### config.mk
export PLATFORM = sky130hd
export DESIGN_NAME = toysram_16x12_ctl
export DESIGN_NICKNAME = d
export VERILOG_FILES = /design/src/rtl/toysram_pkg.sv /design/src/rtl/toysram_dec4x16.sv /design/src/rtl/toysram_16x12_ctl.sv
export SDC_FILE = /design/constraint.sdc
export NUM_CORES = 1
export LEC_CHECK = 0
export CAP_MARGIN = 30
export CELL_PAD_IN_SITES_DETAIL_PLACEMENT = 0
export CELL_PAD_IN_SITES_GLOBAL_PLACEMENT = 1
export CORE_ASPECT_RATIO = 1.1
export CORE_MARGIN = 10
export CORE_UTILIZATION = 39
export CTS_BUF_LIST = sky130_fd_sc_hd__clkbuf_4
export DETAILED_ROUTE_END_ITERATION = 8
export PLACE_DENSITY = 0.89
export SLEW_MARGIN = 10
export SYNTH_ARGS = -nofsm -noshare
export SYNTH_HDL_FRONTEND = slang
export SYNTH_SLANG_ARGS = --single-unit
### constraint.sdc
create_clock -name clk -period 3.1 [get_ports clk]
set_clock_uncertainty 0.2 [all_clocks]
set_input_delay 0.62 -clock clk [delete_from_list [all_inputs] [get_ports clk]]
set_output_delay 0.62 -clock clk [all_outputs]
set_load 0.02 [all_outputs]
### src/rtl/toysram_pkg.sv
// ----------------------------------------------------------------------------
// toysram_pkg
//   Shared constants and the write-FSM state encoding for the 16x12 toysram
//   port controller and its wordline decoder.
//   Contents:
//     ROWS, BITS, ADR_W : geometry of the subarray (16 rows of 12 bits)
//     wr_state_e        : write FSM states IDLE/SETUP/PULSE/HOLD (0..3)
// ----------------------------------------------------------------------------
package toysram_pkg;

   localparam int ROWS  = 16;
   localparam int BITS  = 12;
   localparam int ADR_W = 4;

   typedef enum logic [1:0] {
      ST_IDLE  = 2'd0,
      ST_SETUP = 2'd1,
      ST_PULSE = 2'd2,
      ST_HOLD  = 2'd3
   } wr_state_e;

endpackage

### src/rtl/toysram_dec4x16.sv
// ----------------------------------------------------------------------------
// toysram_dec4x16
//   Combinational 4-to-16 wordline decoder. Output is all-zero when en=0,
//   otherwise exactly bit adr is set (row k drives wordline bit k).
//   Ports:
//     en     in   1   decode enable
//     adr    in   4   row address, [0:3]
//     onehot out  16  one-hot or zero wordline pattern, [0:15]
// ----------------------------------------------------------------------------
module toysram_dec4x16
   import toysram_pkg::*;
(
   input  logic             en,
   input  logic [0:ADR_W-1] adr,
   output logic [0:ROWS-1]  onehot
);

   always_comb begin
      onehot = '0;
      if (en) begin
         onehot[adr] = 1'b1;
      end
   end

endmodule

### src/rtl/toysram_16x12_ctl.sv
// ----------------------------------------------------------------------------
// toysram_16x12_ctl
//   Port controller for the 16x12 toysram subarray. Two independent read
//   ports drive registered one-hot read wordlines and capture the active-low
//   read bitlines one cycle later (latency 2, one read per cycle per port).
//   One write port runs a SETUP/PULSE/HOLD sequence that drives the
//   differential write bitlines around a single registered WWL pulse.
//
//   Handshake: a write is accepted on a rising edge where wr_val=1 and
//   wr_rdy=1. wr_rdy is high only while the write FSM is IDLE; wr_val while
//   wr_rdy=0 is ignored (no queueing). Reads have no backpressure: each
//   rdN_en=1 produces rdN_val=1 exactly two cycles later.
//
//   Ports:
//     clk, rst_n           clock, asynchronous active-low reset
//     rd0_en/rd0_adr       read port 0 request / row
//     rd0_val/rd0_dat      read port 0 data valid / true-polarity data
//     rd1_*                same for read port 1
//     wr_val/wr_rdy        write request / controller can accept
//     wr_adr/wr_dat        write row / data
//     RWL0, RWL1, WWL      registered wordlines (one-hot or zero)
//     WBL, WBLb            registered differential write bitlines
//     RBL0, RBL1           subarray read bitlines, active-low
// ----------------------------------------------------------------------------
module toysram_16x12_ctl
   import toysram_pkg::*;
#(
   parameter int WSETUP = 1,
   parameter int WPULSE = 1,
   parameter int WHOLD  = 1
)
(
   input  logic             clk,
   input  logic             rst_n,
   input  logic             rd0_en,
   input  logic [0:ADR_W-1] rd0_adr,
   output logic             rd0_val,
   output logic [0:BITS-1]  rd0_dat,
   input  logic             rd1_en,
   input  logic [0:ADR_W-1] rd1_adr,
   output logic             rd1_val,
   output logic [0:BITS-1]  rd1_dat,
   input  logic             wr_val,
   output logic             wr_rdy,
   input  logic [0:ADR_W-1] wr_adr,
   input  logic [0:BITS-1]  wr_dat,
   output logic [0:ROWS-1]  RWL0,
   output logic [0:ROWS-1]  RWL1,
   output logic [0:ROWS-1]  WWL,
   output logic [0:BITS-1]  WBL,
   output logic [0:BITS-1]  WBLb,
   input  logic [0:BITS-1]  RBL0,
   input  logic [0:BITS-1]  RBL1
);

   localparam logic [1:0] SETUP_LAST = 2'(WSETUP - 1);
   localparam logic [1:0] PULSE_LAST = 2'(WPULSE - 1);
   localparam logic [1:0] HOLD_LAST  = 2'(WHOLD - 1);

   // Write FSM state (observable by name for checkers)
   wr_state_e        wr_state_q, wr_state_d;
   logic [1:0]       phase_q, phase_d;
   logic [0:ADR_W-1] adr_q, adr_d;
   logic [0:BITS-1]  dat_q, dat_d;

   logic [0:ROWS-1]  rwl0_d, rwl1_d, wwl_d;
   logic [0:BITS-1]  wbl_d, wblb_d;
   logic             rd0_pend_q, rd1_pend_q;

   // ---------------------------------------------------------------------
   // Write FSM: next state, phase counter and latched request
   // ---------------------------------------------------------------------
   always_comb begin
      wr_state_d = wr_state_q;
      phase_d    = phase_q;
      adr_d      = adr_q;
      dat_d      = dat_q;
      wr_rdy     = 1'b0;
      case (wr_state_q)
         ST_IDLE: begin
            wr_rdy = 1'b1;
            if (wr_val) begin
               wr_state_d = ST_SETUP;
               phase_d    = 2'd0;
               adr_d      = wr_adr;
               dat_d      = wr_dat;
            end
         end
         ST_SETUP: begin
            if (phase_q == SETUP_LAST) begin
               wr_state_d = ST_PULSE;
               phase_d    = 2'd0;
            end else begin
               phase_d = phase_q + 2'd1;
            end
         end
         ST_PULSE: begin
            if (phase_q == PULSE_LAST) begin
               wr_state_d = ST_HOLD;
               phase_d    = 2'd0;
            end else begin
               phase_d = phase_q + 2'd1;
            end
         end
         ST_HOLD: begin
            if (phase_q == HOLD_LAST) begin
               wr_state_d = ST_IDLE;
               phase_d    = 2'd0;
            end else begin
               phase_d = phase_q + 2'd1;
            end
         end
         default: begin
            wr_state_d = ST_IDLE;
            phase_d    = 2'd0;
         end
      endcase
   end

   // Bitlines and WWL are registered from next-state values so they change
   // on the same edge the FSM enters the corresponding state.
   always_comb begin
      wbl_d  = '0;
      wblb_d = '1;
      if (wr_state_d != ST_IDLE) begin
         wbl_d  = dat_d;
         wblb_d = ~dat_d;
      end
   end

   toysram_dec4x16 u_dec_wwl (
      .en     (wr_state_d == ST_PULSE),
      .adr    (adr_d),
      .onehot (wwl_d)
   );

   toysram_dec4x16 u_dec_rwl0 (
      .en     (rd0_en),
      .adr    (rd0_adr),
      .onehot (rwl0_d)
   );

   toysram_dec4x16 u_dec_rwl1 (
      .en     (rd1_en),
      .adr    (rd1_adr),
      .onehot (rwl1_d)
   );

   // ---------------------------------------------------------------------
   // Registers
   // ---------------------------------------------------------------------
   always_ff @(posedge clk or negedge rst_n) begin
      if (!rst_n) begin
         wr_state_q <= ST_IDLE;
         phase_q    <= 2'd0;
         adr_q      <= '0;
         dat_q      <= '0;
         WWL        <= '0;
         WBL        <= '0;
         WBLb       <= '1;
      end else begin
         wr_state_q <= wr_state_d;
         phase_q    <= phase_d;
         adr_q      <= adr_d;
         dat_q      <= dat_d;
         WWL        <= wwl_d;
         WBL        <= wbl_d;
         WBLb       <= wblb_d;
      end
   end

   // Read pipeline: rdN_pend_q marks a cycle in which RWLN is driven, so the
   // bitlines are valid to capture at the end of that cycle.
   always_ff @(posedge clk or negedge rst_n) begin
      if (!rst_n) begin
         RWL0       <= '0;
         RWL1       <= '0;
         rd0_pend_q <= 1'b0;
         rd1_pend_q <= 1'b0;
         rd0_val    <= 1'b0;
         rd1_val    <= 1'b0;
         rd0_dat    <= '0;
         rd1_dat    <= '0;
      end else begin
         RWL0       <= rwl0_d;
         RWL1       <= rwl1_d;
         rd0_pend_q <= rd0_en;
         rd1_pend_q <= rd1_en;
         rd0_val    <= rd0_pend_q;
         rd1_val    <= rd1_pend_q;
         if (rd0_pend_q) begin
            rd0_dat <= ~RBL0;
         end
         if (rd1_pend_q) begin
            rd1_dat <= ~RBL1;
         end
      end
   end

   // ---------------------------------------------------------------------
   // Simulation-only properties
   // ---------------------------------------------------------------------
   a_rwl0_onehot : assert property (@(posedge clk) disable iff (!rst_n) $onehot0(RWL0));
   a_rwl1_onehot : assert property (@(posedge clk) disable iff (!rst_n) $onehot0(RWL1));
   a_wwl_onehot  : assert property (@(posedge clk) disable iff (!rst_n) $onehot0(WWL));
   a_wbl_diff    : assert property (@(posedge clk) disable iff (!rst_n)
                                    (WWL != '0) |-> ((WBL ^ WBLb) == '1));

endmodule

==> results_dict.tcl <==
set metrics [dict create \
    status "finished, final reports clean" \
    dieArea_um2 15500 \
    yosysWarnings 0 \
    syn_area_per_cell_um2 13.5 \
    remaining_drc_errors 0 \
    via_per_inst 4.56 \
    gp_congestion 0.748 \
    netlist_area_um2 4250 \
    wirelength_um 11000 \
    synth_seq_area_share_pct 71.0 \
    postCtsSetupBuffers 0 \
    ys_seq_elements 120 \
    fp-row-count 39 \
    hold_buffers 1 \
    crit_fanout 13 \
    yosysUniqueCellTypes 33 \
    cts_resized 0 \
    cp.required_ps 2280 \
    hold_viol_final 0 \
    peakVddDrop_mv 0.408 \
    antenna_found_initial 2 \
    yosysTopAreaCellShare_pct 63.6 \
    clockBufferDepth 2 \
    core-area_um2 10500 \
    overflow 0 \
    grt_pass1_wl_um 17500 \
    detail_route.wl_per_cell_um 17.1 \
    final_antenna_net_count 0 \
    start_util_pct 40.3 \
    grt_max_degree 44 \
    setup-tns-final_ps 0 \
    cts_tree "yes" \
    numPortBuffers 151 \
    cts_buffers 17 \
    end_kind "output pin" \
    area_growth_pct 47.1 \
    nNetsFinal 540 \
    drt-initial-drc-count 135 \
    vias 2931 \
    drt-pass1-iter-count 4 \
    hold_class "reg -> reg" \
    cp_data_arrival_time_ps 1850 \
    grt_usage_pct 14.5 \
    critPathLaunchType "flop" \
    power.leakage_nw 2.84 \
    synth.area.top_cells "dfrtp_1 (64%), mux2i_1 (8.5%), dfstp_2 (7.4%)" \
    die_h_um 129 \
    power_density_nw_per_um2 778 \
    drv_cap 0 \
    syn-num-nets 369 \
    grt_pass1_vias 3132 \
    htree_levels 4 \
    cts_root_buf "clkbuf_4" \
    period_share_pct 86.1 \
    io_pins 152 \
    clk_pin_slew_ps 100 \
    path_class "reg -> out" \
    stdcell_area_um2 6250 \
    clkLatencyLatePin_ps 500 \
    syn_inst 314 \
    relSlewSlack_pct 54.2 \
    worst-slew-pin-transition_ps 687 \
    die_x_um 120 \
    rsz0062_at_grt "no" \
    place_area_um2 5970 \
    dp_hpwl_um 8460 \
    cts_num_sinks 120 \
    period_minus_slack_ps 2670 \
    maxSlewViolCount 0 \
    fmax_mhz 375 \
    yosysTopAreaCell "dfrtp_1" \
    setup-violations-final 0 \
    final_layout_size_suffix_gt1_share_pct 12.2 \
]
[critical path, cell delays in order, from the launching register on]
cell and delay [ps]:
dfrtp_1 560, nor2_1 170, clkdlybuf4s50_1 630
[layer usage]
metal  vias to the layer above  wire length (um)  track usage, %
li1                       1385                 -               -
met1                      1441              4140            15.4
met2                        95              5910            25.4
met3                        10               808            6.30
met4                         0               163            5.11
met5                         -                 0               0
[path summary, 6_finish.rpt]
check	from	endpoint	slack [ps]	cells after the start
max	wr_state_q[1]	wr_rdy	430	2
min	dat_q[0]	dat_q[0]	300	2
max reg2reg	wr_state_q[1]	WBLb[8]	930	4
min reg2reg	dat_q[0]	dat_q[0]	300	2
max in group asynchronous	rst_n	WBLb[7]	1410	3
min in group asynchronous	rst_n	adr_q[1]	440	2
[final cells by class]
class	count	area, um^2
clock inverter	14	134
clock buffer	18	135
fill	910	4290
multi-input combinational	145	1040
sequential	120	3020
timing repair buffer	160	1580
antenna	2	5.00
inverter	41	159
tap	143	179
[report_power, final]
group          leakage, nW  internal (mW)  total (mW)  switching [mW]
clock                0.126          0.474        1.03           0.558
combinational         1.21          0.757        1.69           0.936
sequential            1.50           1.96        2.14           0.176
total                 2.84           3.19        4.86            1.67
[flip-flops by register name (all words and copies together) (netlist names)]
name and flops:
WBLb 12, WWL 16, rd0_dat 12, RWL1 16, rd1_pend_q 1, adr_q 4, rd1_dat 12, rd0_pend_q 1
WBL 12, rd1_val 1, wr_state_q 2, phase_q 2, RWL0 16, rd0_val 1, dat_q 12
[cells in the mapped netlist (all sizes together)]
cell type	count
mux2i	39
nand2b	16
mux2	2
buf	5
ha	2
nor3	8
nand2	3
o41ai	2
nor2	37
o21bai	1
dfstp	12
xnor2	1
nor4	16
clkbuf	3
or3b	2
dfrtp	108
inv	41
o31ai	1
o31a	1
o21a	1
nand3b	4
and3b	1
nor3b	2
nand3	3
o21ai	3
[layout by cell type, fill, tap and decap left out, types with 2 or more instances in the layout]
cell type	instances
clkbuf_4	18
dfstp_2	12
nor2_1	37
buf_4	9
mux2_2	2
bufinv_16	2
o41ai_1	2
nand3_1	3
clkinvlp_4	6
ha_1	2
inv_1	38
nor4_1	16
clkdlybuf4s50_1	150
o21ai_0	2
mux2i_1	36
nand2b_1	16
mux2i_4	3
inv_4	2
or3b_2	2
nand2_1	3
nand3b_1	4
diode_2	2
clkinv_1	4
dfrtp_1	108
nor3_1	8
[kinds of logic after synthesis]
group	Yosys count	synth area share [%]
compound gates	9	1.50
xor+xnor	1	0.206
fa+ha+maj	2	0.589
buf+inv	49	4.74
flops	120	71.0
mux	41	10.6
simple gates	92	11.3
[metrics by stage]
step | utilization, % | total power, mW | worst slack [ps] | hold WS, ps | std cells
2_1_floorplan | - | 3.08 | 1170 | 124 | 314
3_3_place_gp | 56.6 | 3.81 | 395 | 273 | 608
3_5_place_dp | 56.6 | 3.88 | 287 | 281 | 608
4_1_cts | 59.2 | 4.93 | 372 | 307 | 641
5_1_grt | 59.3 | 5.19 | 270 | 347 | 642
6_report | 59.3 | 4.86 | 431 | 302 | 643
No activity file was read; power rests on OpenSTA's default activity.
==> edit: new RTL, same flow settings <==
Encoding of `wr_state_e`: now one-hot (4 bits for 4 states).
--- a/src/rtl/toysram_pkg.sv
+++ b/src/rtl/toysram_pkg.sv
@@ -13,9 +13,9 @@
    localparam int ADR_W = 4;
 
-   typedef enum logic [1:0] {
-      ST_IDLE  = 2'd0,
-      ST_SETUP = 2'd1,
-      ST_PULSE = 2'd2,
-      ST_HOLD  = 2'd3
+   typedef enum logic [3:0] {
+      ST_IDLE  = 4'b0001,
+      ST_SETUP = 4'b0010,
+      ST_PULSE = 4'b0100,
+      ST_HOLD  = 4'b1000
    } wr_state_e;
 
Formal check against the unedited RTL: no difference found for any inputs over 10 cycles, from zero or initial values and one cycle with rst_n low; not proved beyond that.
==> edit against the original RTL <==
- area after synthesis rose by 8.7%
- largest cell class unchanged
- routed wire length up 7.7%
- via count grew 16%
- sequential cell count is 2 higher
- non-clock buffer count unchanged
- final area grew 5.4%
- synthesized cell count up 18%
- largest power group unchanged
- total power fell by 3.1%
- worst setup slack got worse by 77 ps
- clock power rose by 14%
==> edit: results (changes against the original RTL) <==
[synth]
ys_seq_area_share_pct=66.4  ; -4.6 points
synth_fa_ha_area_share_pct=0.542  ; -0.047 points
synthTopCellsByArea=dfrtp_1 59%, dfstp_2 7.4%, mux2i_1 5.2%
synth_common_cells=109 x dfrtp_1, 29 x nor2_1, 27 x inv_1
postSynthAreaPerCell_um2=12.4  ; -8.2%
synth_nets=427  ; +16%
synth.distinct_cells=37  ; +12%
synth-compound-area-share_pct=9.75  ; +8.2 points
yosys.area_share.xor_xnor_pct=0  ; -0.21 points

[worst_hold_path]
hold_class=input port to asynchronous set/reset pin

[placement]
hpwl_mm=8.82  ; +4.2%
dp.cells=660  ; +8.6%
placed_area_mm2=0.00628  ; +5.3%

[cells_and_area]
layout-drive-gt1-share_pct=11.4  ; -0.81 points
nNetsFinal=584  ; +8.1%
antenna-diode-count=0  ; -2

[drt]
wl_per_cell_um=17.1  ; about the same
viasPerCell=4.91  ; +7.8%
drtIter0Drc=150  ; +11%

[outcome]
status=complete, no violations

[critical_path]
worstPathArrival_ps=1930  ; +80 ps
cp_max_fo=9  ; -4

[sta]
tightest_slew_ps=730  ; +42.4 ps

[power]
irDropWorstVdd_mv=0.505  ; +24%

[global_route]
grt_antenna_before_repair=0  ; -2
grt_pass1_wl_mm=18.6  ; +6.0%

edit: cell count changes after synthesis, sizes merged, moves of 12 or more:
cell   before  now
a22oi       0   12
inv        41   27
a22o        0   14
mux2i      39   24
edit: layout make-up:
cell class / count / area (um^2) / share of cell area (%)
sequential: 122 / 3070 / 46.6
clock buffer: 18 / 135 / 2.05
multi-input combinational: 201 / 1340 / 20.3
timing repair buffer: 160 / 1590 / 24.1
tap: 150 / 188 / 2.85
inverter: 27 / 101 / 1.54
clock inverter: 14 / 170 / 2.58
edit: critical path: stages, from the launching register on:
cell and delay (ps):
dfrtp_1 480, nor2_1 160, and3_1 190, clkdlybuf4s50_1 610
edit: logic make-up (layout without fill, tap and decap cells):
group | Yosys count | in the layout
buf+inv | 49 | 219
fa+ha+maj | 2 | 2
mux | 28 | 28
simple gates | 110 | 110
compound gates | 61 | 61
flops | 122 | 122
edit: final timing paths:
path,startpoint,to,slack (ps),cells after the start
min,rst_n,RWL1[12]$_DFF_PN0_,10,2
max,wr_state_q[3]$_DFF_PN0_,wr_rdy,350,3
max reg2reg,wr_state_q[0]$_DFF_PN1_,adr_q[2]$_DFF_PN0_,690,4
min reg2reg,rd1_dat[9]$_DFFE_PN0P_,rd1_dat[9]$_DFFE_PN0P_,320,2
max in group asynchronous,rst_n,WWL[14]$_DFF_PN0_,2220,2
min in group clk,rd1_dat[9]$_DFFE_PN0P_,rd1_dat[9]$_DFFE_PN0P_,320,2
edit: report_power, final:
part           total, mW  switching (mW)  internal (mW)
Sequential          2.07           0.161           1.91
Combinational       1.48           0.842          0.635
Clock               1.17           0.595          0.573
edit: per-stage QoR:
| stage | total power, mW | util [%] |
|---|---|---|
| 6_report | 4.71 | 57.1 |
| 5_1_grt | 4.99 | 57.1 |
| 4_1_cts | 4.77 | 57.1 |
| 3_5_place_dp | 3.59 | 54.4 |
| 3_3_place_gp | 3.55 | 54.4 |
| 2_1_floorplan | 2.92 | - |
edit: metal layers:
metal	share of wire [%]	track usage [%]	up-vias
met5	0	0	-
met4	1.1	4.73	0
met3	7.6	4.66	9
met2	50	23.9	110
met1	42	16.4	1655
li1	-	-	1627
